--- config.mk ---
export PLATFORM = sky130hd
export DESIGN_NAME = rf_port_sched_flat
export DESIGN_NICKNAME = d
export VERILOG_FILES = /design/src/rtl/rf_port_sched_if.sv /design/src/rtl/rf_port_sched.sv /design/src/flat_wrapper.sv
export SDC_FILE = /design/constraint.sdc
export NUM_CORES = 1
export LEC_CHECK = 0
export BUFFER_PORTS_ARGS = -buffer_cell sky130_fd_sc_hd__buf_2
export CORE_AREA = 5 5 106 108
export CTS_BUF_LIST = sky130_fd_sc_hd__clkbuf_8
export CTS_CLUSTER_SIZE = 40
export DETAILED_ROUTE_END_ITERATION = 16
export DIE_AREA = 0 0 111 113
export PLACE_DENSITY = 0.89
export SYNTH_ARGS = -nofsm -noshare
export SYNTH_HDL_FRONTEND = slang
export SYNTH_SLANG_ARGS = --single-unit
--- constraint.sdc ---
create_clock -name clk -period 2.8 [get_ports clk]
set_input_delay 0.28 -clock clk [delete_from_list [all_inputs] [get_ports clk]]
set_output_delay 0.28 -clock clk [all_outputs]
set_load 0.02 [all_outputs]
--- src/rtl/rf_port_sched_if.sv ---
// Bundle of issue, writeback, long-unit and register-file write-port signals for rf_port_sched.
// The master side is the surrounding pipeline and the slave side is the scheduler.
interface rf_port_sched_if #(
   parameter int AW = 5,
   parameter int DW = 32
);
   logic          iss_valid;
   logic [AW-1:0] iss_rs;
   logic [AW-1:0] iss_rt;
   logic [AW-1:0] iss_rd;
   logic          iss_wr;
   logic          iss_long;
   logic          iss_stall;
   logic          wb_valid;
   logic [AW-1:0] wb_addr;
   logic [DW-1:0] wb_data;
   logic          lu_valid;
   logic [AW-1:0] lu_addr;
   logic [DW-1:0] lu_data;
   logic          lu_ready;
   logic          rf_wr;
   logic [AW-1:0] rf_addr;
   logic [DW-1:0] rf_data;
   logic [31:0]   pend;

   modport master (
      output iss_valid, iss_rs, iss_rt, iss_rd, iss_wr, iss_long,
      output wb_valid, wb_addr, wb_data, lu_valid, lu_addr, lu_data,
      input  iss_stall, lu_ready, rf_wr, rf_addr, rf_data, pend
   );

   modport slave (
      input  iss_valid, iss_rs, iss_rt, iss_rd, iss_wr, iss_long,
      input  wb_valid, wb_addr, wb_data, lu_valid, lu_addr, lu_data,
      output iss_stall, lu_ready, rf_wr, rf_addr, rf_data, pend
   );
endinterface

--- src/rtl/rf_port_sched.sv ---
// Register-file write-port arbiter (WB over long unit, 1-cycle registered write) plus long-op scoreboard.
// WB is never refused; the long unit is held off by lu_ready, and issue is held off by iss_stall.
module rf_port_sched #(
   parameter int AW         = 5,
   parameter int DW         = 32,
   parameter int MAX_LONG   = 4,
   parameter int STARVE_LIM = 8
) (
   input logic        clk,
   input logic        reset,
   rf_port_sched_if.slave bus
);
   localparam int CW = 4;
   localparam int SW = $clog2(STARVE_LIM + 1);

   logic [31:0]   r_pend;
   logic [CW-1:0] r_cnt;
   logic [SW-1:0] r_starve;
   logic          r_rf_wr;
   logic [AW-1:0] r_rf_addr;
   logic [DW-1:0] r_rf_data;

   logic          w_lu_ready;
   logic          w_gnt;
   logic [AW-1:0] w_gnt_addr;
   logic [DW-1:0] w_gnt_data;
   logic          w_haz;
   logic          w_full;
   logic          w_starve_force;
   logic          w_stall;
   logic          w_fire;
   logic          w_set;
   logic          w_acc;
   logic          w_dec;
   logic [31:0]   w_pend_nxt;
   logic [CW-1:0] w_cnt_nxt;

   assign w_lu_ready = bus.lu_valid & ~bus.wb_valid;
   assign w_gnt      = bus.wb_valid | bus.lu_valid;
   assign w_gnt_addr = bus.wb_valid ? bus.wb_addr : bus.lu_addr;
   assign w_gnt_data = bus.wb_valid ? bus.wb_data : bus.lu_data;

   // Stall decisions look only at registered state; no same-cycle bypass of a retiring long op.
   assign w_haz          = r_pend[bus.iss_rs] | r_pend[bus.iss_rt] | (bus.iss_wr & r_pend[bus.iss_rd]);
   assign w_full         = bus.iss_long & (r_cnt == CW'(MAX_LONG));
   assign w_starve_force = (r_starve >= SW'(STARVE_LIM));
   assign w_stall        = bus.iss_valid & (w_haz | w_full | w_starve_force);

   assign w_fire = bus.iss_valid & ~w_stall;
   assign w_set  = w_fire & bus.iss_wr & bus.iss_long;
   assign w_acc  = bus.lu_valid & w_lu_ready;
   // An accept with nothing outstanding is a protocol error and leaves the scoreboard alone.
   assign w_dec  = w_acc & (r_cnt != '0);

   always_comb begin
      w_pend_nxt = r_pend;
      if (w_dec) begin
         w_pend_nxt[bus.lu_addr] = 1'b0;
      end
      if (w_set && (bus.iss_rd != '0)) begin
         w_pend_nxt[bus.iss_rd] = 1'b1;
      end
      w_pend_nxt[0] = 1'b0;
   end

   always_comb begin
      w_cnt_nxt = r_cnt;
      case ({w_set, w_dec})
         2'b10:   w_cnt_nxt = r_cnt + CW'(1);
         2'b01:   w_cnt_nxt = r_cnt - CW'(1);
         default: w_cnt_nxt = r_cnt;
      endcase
   end

   always_ff @(posedge clk or negedge reset) begin
      if (!reset) begin
         r_pend    <= '0;
         r_cnt     <= '0;
         r_starve  <= '0;
         r_rf_wr   <= 1'b0;
         r_rf_addr <= '0;
         r_rf_data <= '0;
      end else begin
         r_pend  <= w_pend_nxt;
         r_cnt   <= w_cnt_nxt;
         r_rf_wr <= w_gnt & (w_gnt_addr != '0);
         if (w_gnt) begin
            r_rf_addr <= w_gnt_addr;
            r_rf_data <= w_gnt_data;
         end
         if (!bus.lu_valid || w_acc) begin
            r_starve <= '0;
         end else if (r_starve < SW'(STARVE_LIM)) begin
            r_starve <= r_starve + SW'(1);
         end
      end
   end

   assign bus.iss_stall = w_stall;
   assign bus.lu_ready  = w_lu_ready;
   assign bus.rf_wr     = r_rf_wr;
   assign bus.rf_addr   = r_rf_addr;
   assign bus.rf_data   = r_rf_data;
   assign bus.pend      = r_pend;
endmodule

--- src/flat_wrapper.sv ---
// flat-port wrapper written by rule: the top's interface ports become plain ports
module rf_port_sched_flat 
#(
   parameter int AW         = 5,
   parameter int DW         = 32,
   parameter int MAX_LONG   = 4,
   parameter int STARVE_LIM = 8
)
  (clk, reset, bus_iss_valid, bus_iss_rs, bus_iss_rt, bus_iss_rd, bus_iss_wr, bus_iss_long, bus_wb_valid, bus_wb_addr, bus_wb_data, bus_lu_valid, bus_lu_addr, bus_lu_data, bus_iss_stall, bus_lu_ready, bus_rf_wr, bus_rf_addr, bus_rf_data, bus_pend);
  rf_port_sched_if #(.AW(AW), .DW(DW)) bus_i ();
  input logic clk;
  input logic reset;
  input wire logic [$bits(bus_i.iss_valid)-1:0] bus_iss_valid;
  input wire logic [$bits(bus_i.iss_rs)-1:0] bus_iss_rs;
  input wire logic [$bits(bus_i.iss_rt)-1:0] bus_iss_rt;
  input wire logic [$bits(bus_i.iss_rd)-1:0] bus_iss_rd;
  input wire logic [$bits(bus_i.iss_wr)-1:0] bus_iss_wr;
  input wire logic [$bits(bus_i.iss_long)-1:0] bus_iss_long;
  input wire logic [$bits(bus_i.wb_valid)-1:0] bus_wb_valid;
  input wire logic [$bits(bus_i.wb_addr)-1:0] bus_wb_addr;
  input wire logic [$bits(bus_i.wb_data)-1:0] bus_wb_data;
  input wire logic [$bits(bus_i.lu_valid)-1:0] bus_lu_valid;
  input wire logic [$bits(bus_i.lu_addr)-1:0] bus_lu_addr;
  input wire logic [$bits(bus_i.lu_data)-1:0] bus_lu_data;
  output wire logic [$bits(bus_i.iss_stall)-1:0] bus_iss_stall;
  output wire logic [$bits(bus_i.lu_ready)-1:0] bus_lu_ready;
  output wire logic [$bits(bus_i.rf_wr)-1:0] bus_rf_wr;
  output wire logic [$bits(bus_i.rf_addr)-1:0] bus_rf_addr;
  output wire logic [$bits(bus_i.rf_data)-1:0] bus_rf_data;
  output wire logic [$bits(bus_i.pend)-1:0] bus_pend;
  assign bus_i.iss_valid = bus_iss_valid;
  assign bus_i.iss_rs = bus_iss_rs;
  assign bus_i.iss_rt = bus_iss_rt;
  assign bus_i.iss_rd = bus_iss_rd;
  assign bus_i.iss_wr = bus_iss_wr;
  assign bus_i.iss_long = bus_iss_long;
  assign bus_i.wb_valid = bus_wb_valid;
  assign bus_i.wb_addr = bus_wb_addr;
  assign bus_i.wb_data = bus_wb_data;
  assign bus_i.lu_valid = bus_lu_valid;
  assign bus_i.lu_addr = bus_lu_addr;
  assign bus_i.lu_data = bus_lu_data;
  assign bus_iss_stall = bus_i.iss_stall;
  assign bus_lu_ready = bus_i.lu_ready;
  assign bus_rf_wr = bus_i.rf_wr;
  assign bus_rf_addr = bus_i.rf_addr;
  assign bus_rf_data = bus_i.rf_data;
  assign bus_pend = bus_i.pend;
  rf_port_sched #(.AW(AW), .DW(DW), .MAX_LONG(MAX_LONG), .STARVE_LIM(STARVE_LIM)) u_core (.clk(clk), .reset(reset), .bus(bus_i));
endmodule
* Word level (Yosys, flattened, before mapping)
Cells that the tools add are included.
** Word-level totals
- Bits in registers :: 77
- Bits in latches :: 0
- Memory bits (writable) :: 0
- Memory bits (read-only) :: 0
- Input port bits :: 96
- Output and inout bits :: 72
- Memories kept :: 0
** Operators by class
- $add $sub $neg :: 3
- Multiply operators :: 0
- Divide/modulo/power cells :: 0
- $lt $le $gt $ge :: 8
- Equal/unequal tests :: 3
- Shift-type cells :: 0
- Multiplexer cells :: 17
- Bitwise logic cells :: 20
- Reductions and logical operators :: 10
** Operator list (number)
- 2-to-1 mux 32 bit :: 3
- bitwise AND 32 bit :: 1
- NOT 32 bit :: 1
- bitwise OR 32 bit :: 1
- less-than comparator 5 x 6 -> 1 bit, second input constant :: 4
- binary-select mux 1 bit (select 5 bit) :: 3
- bitwise AND 1 bit :: 10
- demux 1 bit (select 5 bit) :: 2
- >= comparator 5 x 1 -> 1 bit, second input constant :: 2
- nonzero test 5 bit :: 2
- adder 4 x 1 -> 4 bit, second input constant :: 2
- 2-to-1 mux 4 bit :: 2
- case mux 4 bit (2 select lines) :: 1
- 2-to-1 mux 1 bit :: 5
- 2-to-1 mux 5 bit :: 1
- bitwise OR 1 bit :: 5
- == test 4 x 3 -> 1 bit, second input constant :: 1
- >= comparator 4 bit, second input constant :: 1
- less-than comparator 4 bit, second input constant :: 1
- nonzero test 2 bit :: 2
- nonzero test 4 bit :: 1
- subtractor 4 x 1 -> 4 bit, second input constant :: 1
- logical AND 1 bit :: 3
- == test 2 x 1 -> 1 bit, second input constant :: 1
- 4 further kinds :: 5

* Longest topological paths before layout
- Word-level depth :: 13
- Depth in mapped cells :: 14

* Worst setup path before layout
Ideal clock, no wire load.
- Kind :: reg-to-reg
- From :: reg u_core.r_pend[13] (netlist: u_core.bus.pend[13])
- To :: reg u_core.r_cnt[3]
- Setup time :: 125 ps
- Arrival time :: 2981 ps
- Data required time :: 2675 ps
- Slack :: -306 ps
- Cell stages (with the launch flop) :: 14
- Buffers on the path :: 1
- Cell sequence :: dfrtp_1 mux4_2 o22ai_1 nor4b_1 nor4_4 nand4_4 buf_2 ha_1 ha_1 a21o_1 a21oi_1 xnor2_1 nor2_1 xor2_1
** On the way
- Longest elaborated chain between the ends :: 13
- Elaborated cells on any way between the ends :: 20
** RTL lines
- start: declaration :: RTL line rf_port_sched.sv:16 : logic [31:0] r_pend;
- start signal: assignment :: RTL line rf_port_sched.sv:84 : r_pend <= w_pend_nxt;
- binary-select mux 1 bit (select 5 bit) :: RTL line rf_port_sched.sv:44 : assign w_haz = r_pend[bus.iss_rs] | r_pend[bus.iss_rt] | (bus.iss_wr & r_pend[bus.iss_rd]);
- 2-to-1 mux 1 bit (implied by the code) :: RTL line rf_port_sched.sv:44
- bitwise OR 1 bit or bitwise AND 1 bit (tied branches) :: RTL line rf_port_sched.sv:44
- bitwise OR 1 bit (*) :: RTL line rf_port_sched.sv:44
- bitwise OR 1 bit (*) (2 in series) :: RTL line rf_port_sched.sv:47 : assign w_stall = bus.iss_valid & (w_haz | w_full | w_starve_force);
- bitwise AND 1 bit (*) :: RTL line rf_port_sched.sv:47
- NOT 1 bit (*) :: RTL line rf_port_sched.sv:49 : assign w_fire = bus.iss_valid & ~w_stall;
- bitwise AND 1 bit (*) :: RTL line rf_port_sched.sv:49
- bitwise AND 1 bit (*) (2 in series) :: RTL line rf_port_sched.sv:50 : assign w_set = w_fire & bus.iss_wr & bus.iss_long;
- == test 2 x 1 -> 1 bit or == test 2 bit (tied branches) :: RTL line rf_port_sched.sv:68 : case ({w_set, w_dec})
- case mux 4 bit (2 select lines) or nonzero test 2 bit (tied branches)
- end signal: assignment :: RTL line rf_port_sched.sv:85 : r_cnt <= w_cnt_nxt;
- end: declaration :: RTL line rf_port_sched.sv:17 : logic [CW-1:0] r_cnt;
Mark *: on every way between the ends. The rest lies on a longest branch, timed or not. The select of a mux whose other input is x is not followed.
A chain may end at the register's enable or synchronous reset.

* Final worst setup path
- From :: reg u_core.r_pend[29] (netlist: u_core.bus.pend[29])
- To :: reg u_core.r_cnt[3]
Same word-level chain as after synthesis.

==> impl_metrics.py <==
metrics = {
    "power_and_ir_drop": {
        "p_int_mw": 2.30,
        "p_comb_share_pct": 27.3,
        "p_clk_share_pct": 31.6,
        "peakVddDrop_uv": 311,
        "p_switching_mw": 1.05,
        "switching_share_pct": 31.4,
        "p_leak_nw": 2.99,
        "p_seq_share_pct": 41.1,
        "power_density_nw_per_um2": 549,
    },
    "setup_path": {
        "arrival_ns": 3.10,
        "setup.worst_path.end_class": "flop",
        "worstRegToRegCells": 11,
        "worstPathRequired_ns": 3.04,
        "cp_max_fo": 3,
        "criticalPathCategory": "flop to flop",
        "worst_setup_path_start_kind": "flop",
    },
    "die": {
        "num_rows": 37,
        "ios": 168,
        "die_w_microns": 111,
        "fp.coreArea_sq_um": 10100,
        "initial_utilization_pct": 45.6,
        "die_y_microns": 113,
        "die-area_sq_um": 12500,
    },
    "drt": {
        "num_vias": 4631,
        "drt_iter0_drc": 376,
        "wl_per_cell_microns": 19.0,
        "routed_wl_microns": 15100,
        "ant_nets": 0,
        "drc": 0,
        "firstDrtPassIters": 5,
        "viasPerCell": 5.80,
    },
    "finish": {
        "stdcell_count": 798,
        "nets": 759,
        "fin_area_sq_um": 6110,
        "drive_gt1_share_pct": 40.5,
        "nFillCells": 850,
        "syn_to_final_growth_pct": 32.2,
        "fin_util_pct": 60.3,
        "num_antenna_cells": 0,
    },
    "cts": {
        "clk_latency_ns": 0.35,
        "hold_buffers": 0,
        "cts_num_sinks": 77,
        "cts_tree": "yes",
        "numCtsBuffers": 9,
        "clk_pin_slew_ns": 0.08,
        "cts_htree_levels": 3,
        "clock_path_buffers": 2,
        "root_buffer": "clkbuf_8",
    },
    "timing": {
        "period_minus_slack_ns": 2.87,
        "tns_ns": -0.0666,
        "max_slew_margin_pct": 34.8,
        "fin_ws_ns": -0.0666,
        "finClkSkew_ns": 0.00913,
        "hold_viol": 0,
        "rsz0062_at_grt": "true",
        "fmax_mhz": 349,
        "slew_violations": 0,
        "fin_crit_sh_pct": 102,
        "tightestPinTransition_ns": 0.978,
        "setup_violations": 1,
    },
    "yosys": {
        "synth.largest_area_cell": "dfrtp_1",
        "synth_ff_type": "dfrtp_1",
        "postSynthCellCount": 464,
        "ys_top_cells_by_count": "77 x dfrtp_1, 76 x o21ai_0, 59 x nand2_1",
        "synthArstFlopShare_pct": 100,
        "syn_nets": 566,
        "ys_seq_area_share_pct": 41.7,
        "ys_types": 58,
        "synth_edf_count": 0,
        "synth.area.top_cells": "dfrtp_1 42%, mux2i_1 11%, o21ai_0 8.2%",
        "syn_area_per_cell_sq_um": 9.96,
        "synth-seq-cells": 77,
        "synth_top_area_share_pct": 41.7,
        "yosysMostFrequentCell": "dfrtp_1",
        "synth.cell_area_sq_um": 4620,
        "yosys_warnings": 0,
    },
    "grt": {
        "grt_max_degree": 79,
        "grt_antenna_before_repair": 0,
        "track_usage_pct": 23.9,
        "grt_pass1_wl_microns": 24300,
        "grt_pass1_vias": 4890,
        "grt_overflow": 0,
    },
    "flow_run": {
        "cap_violations": 0,
    },
    "worst_hold_path": {
        "hold_path_class": "primary input to asynchronous set/reset pin",
    },
    "place": {
        "place_congestion": 0.954,
        "dp_hpwl_microns": 11700,
        "dpl_cell_area_sq_um": 5830,
        "pre_cts_slack_ns": -0.251,
        "numPortBuffers": 166,
        "dp.cells": 779,
    },
    "outcome": {
        "status": "finished with violations",
        "violations": "negative setup slack",
    },
}
## final timing paths
check                      slack [ns]                           from                                  to
min in group clk                 0.14                bus_wb_data[24]  u_core.bus.rf_data[24]$_DFFE_PN0P_
hold / removal                   0.08                          reset   u_core.bus.rf_data[6]$_DFFE_PN0P_
setup reg to reg                -0.07  u_core.bus.pend[29]$_DFF_PN0_         u_core.r_cnt[3]$_DFFE_PN0P_
hold reg to reg                  0.52    u_core.r_cnt[3]$_DFFE_PN0P_         u_core.r_cnt[3]$_DFFE_PN0P_
setup / recovery                -0.07  u_core.bus.pend[29]$_DFF_PN0_         u_core.r_cnt[3]$_DFFE_PN0P_
max in group asynchronous        2.00                          reset       u_core.bus.pend[13]$_DFF_PN0_
## cell type report
| type | instances | area [sq um] | area share, % |
|---|---|---|---|
| multi-input combinational | 345 | 2520 | 41.2 |
| sequential | 77 | 1940 | 31.7 |
| timing repair buffer | 213 | 1190 | 19.4 |
| tap | 136 | 170 | 2.78 |
| clock buffer | 12 | 165 | 2.70 |
| clock inverter | 4 | 93.8 | 1.54 |
| inverter | 11 | 41.3 | 0.676 |
## through the flow
| step | power (mW) | hold slack [ns] |
|---|---|---|
| 6_report | 3.35 | 0.0828 |
| 5_1_grt | 3.52 | 0.125 |
| 4_1_cts | 3.38 | 0.114 |
| 3_5_place_dp | 2.30 | 0.493 |
| 3_3_place_gp | 2.24 | 0.473 |
| 2_1_floorplan | 1.89 | -0.0156 |
## layer usage
layer	GRT usage, %	part of all wire [%]
met5	0	0
met4	10.8	2.6
met3	7.65	11
met2	40.4	48
met1	28.1	38
## cells in the final DEF, fill, tap and decap left out, types with 4 or more instances in the layout
cell type / count
mux2_2: 10
clkbuf_8: 12
inv_1: 11
buf_2: 165
o22ai_1: 7
and3b_1: 4
dfrtp_1: 68
nand3_1: 9
nor2_1: 15
mux4_2: 9
o21ai_0: 76
nor2b_1: 8
buf_4: 48
o31ai_1: 14
nand2_1: 59
mux2i_1: 53
nand2b_1: 6
dfrtp_2: 9
o21ai_1: 9
## kinds of logic (layout without fill, tap and decap cells)
family / Yosys count / in the layout / share of synthesized area (%)
AND/OR/NAND/NOR: 128 / 128 / 15.2
other: 1 / 1 / 0.0811
AO/OA/AOI/OAI: 132 / 132 / 17.3
multiplexers: 72 / 72 / 18.3
adder cells (fa/ha/maj): 6 / 6 / 1.79
XOR/XNOR: 6 / 6 / 1.14
buffers and inverters: 42 / 240 / 4.49
flip-flops: 77 / 77 / 41.7
## flip-flops by register name, indices dropped and copies added, names as in the netlist
register and cells:
u_core.bus.rf_addr 5, u_core.bus.rf_wr 1, u_core.r_starve 4, u_core.r_cnt 4, u_core.bus.pend 31, u_core.bus.rf_data 32
## power by group through the flow
stage / clock (mW) / sequential (mW) / combinational, mW
2_1_floorplan: 0 / 1.47 / 0.420
6_report: 1.06 / 1.38 / 0.916
3_3_place_gp: 0 / 1.38 / 0.863
4_1_cts: 1.08 / 1.37 / 0.920
5_1_grt: 1.14 / 1.39 / 0.994
3_5_place_dp: 0 / 1.39 / 0.912
## worst max-delay path, stage by stage (launching register included)
cell      delay [ns]
dfrtp_2         0.43
mux4_2          0.47
o2111a_1        0.27
nor4_4          0.36
nand4_4         0.15
ha_4            0.20
ha_4            0.21
a21o_1          0.17
a21oi_2         0.14
xnor2_1         0.13
nor2_1          0.08
xor2_1          0.14
## what timing repair did
item	in CTS	in global routing
resized for setup	1	0
buffers inserted	3	0
pin swaps	3	3
endpoints found under the setup margin	1	3
Note: power is estimated with default switching activity, not from simulation.
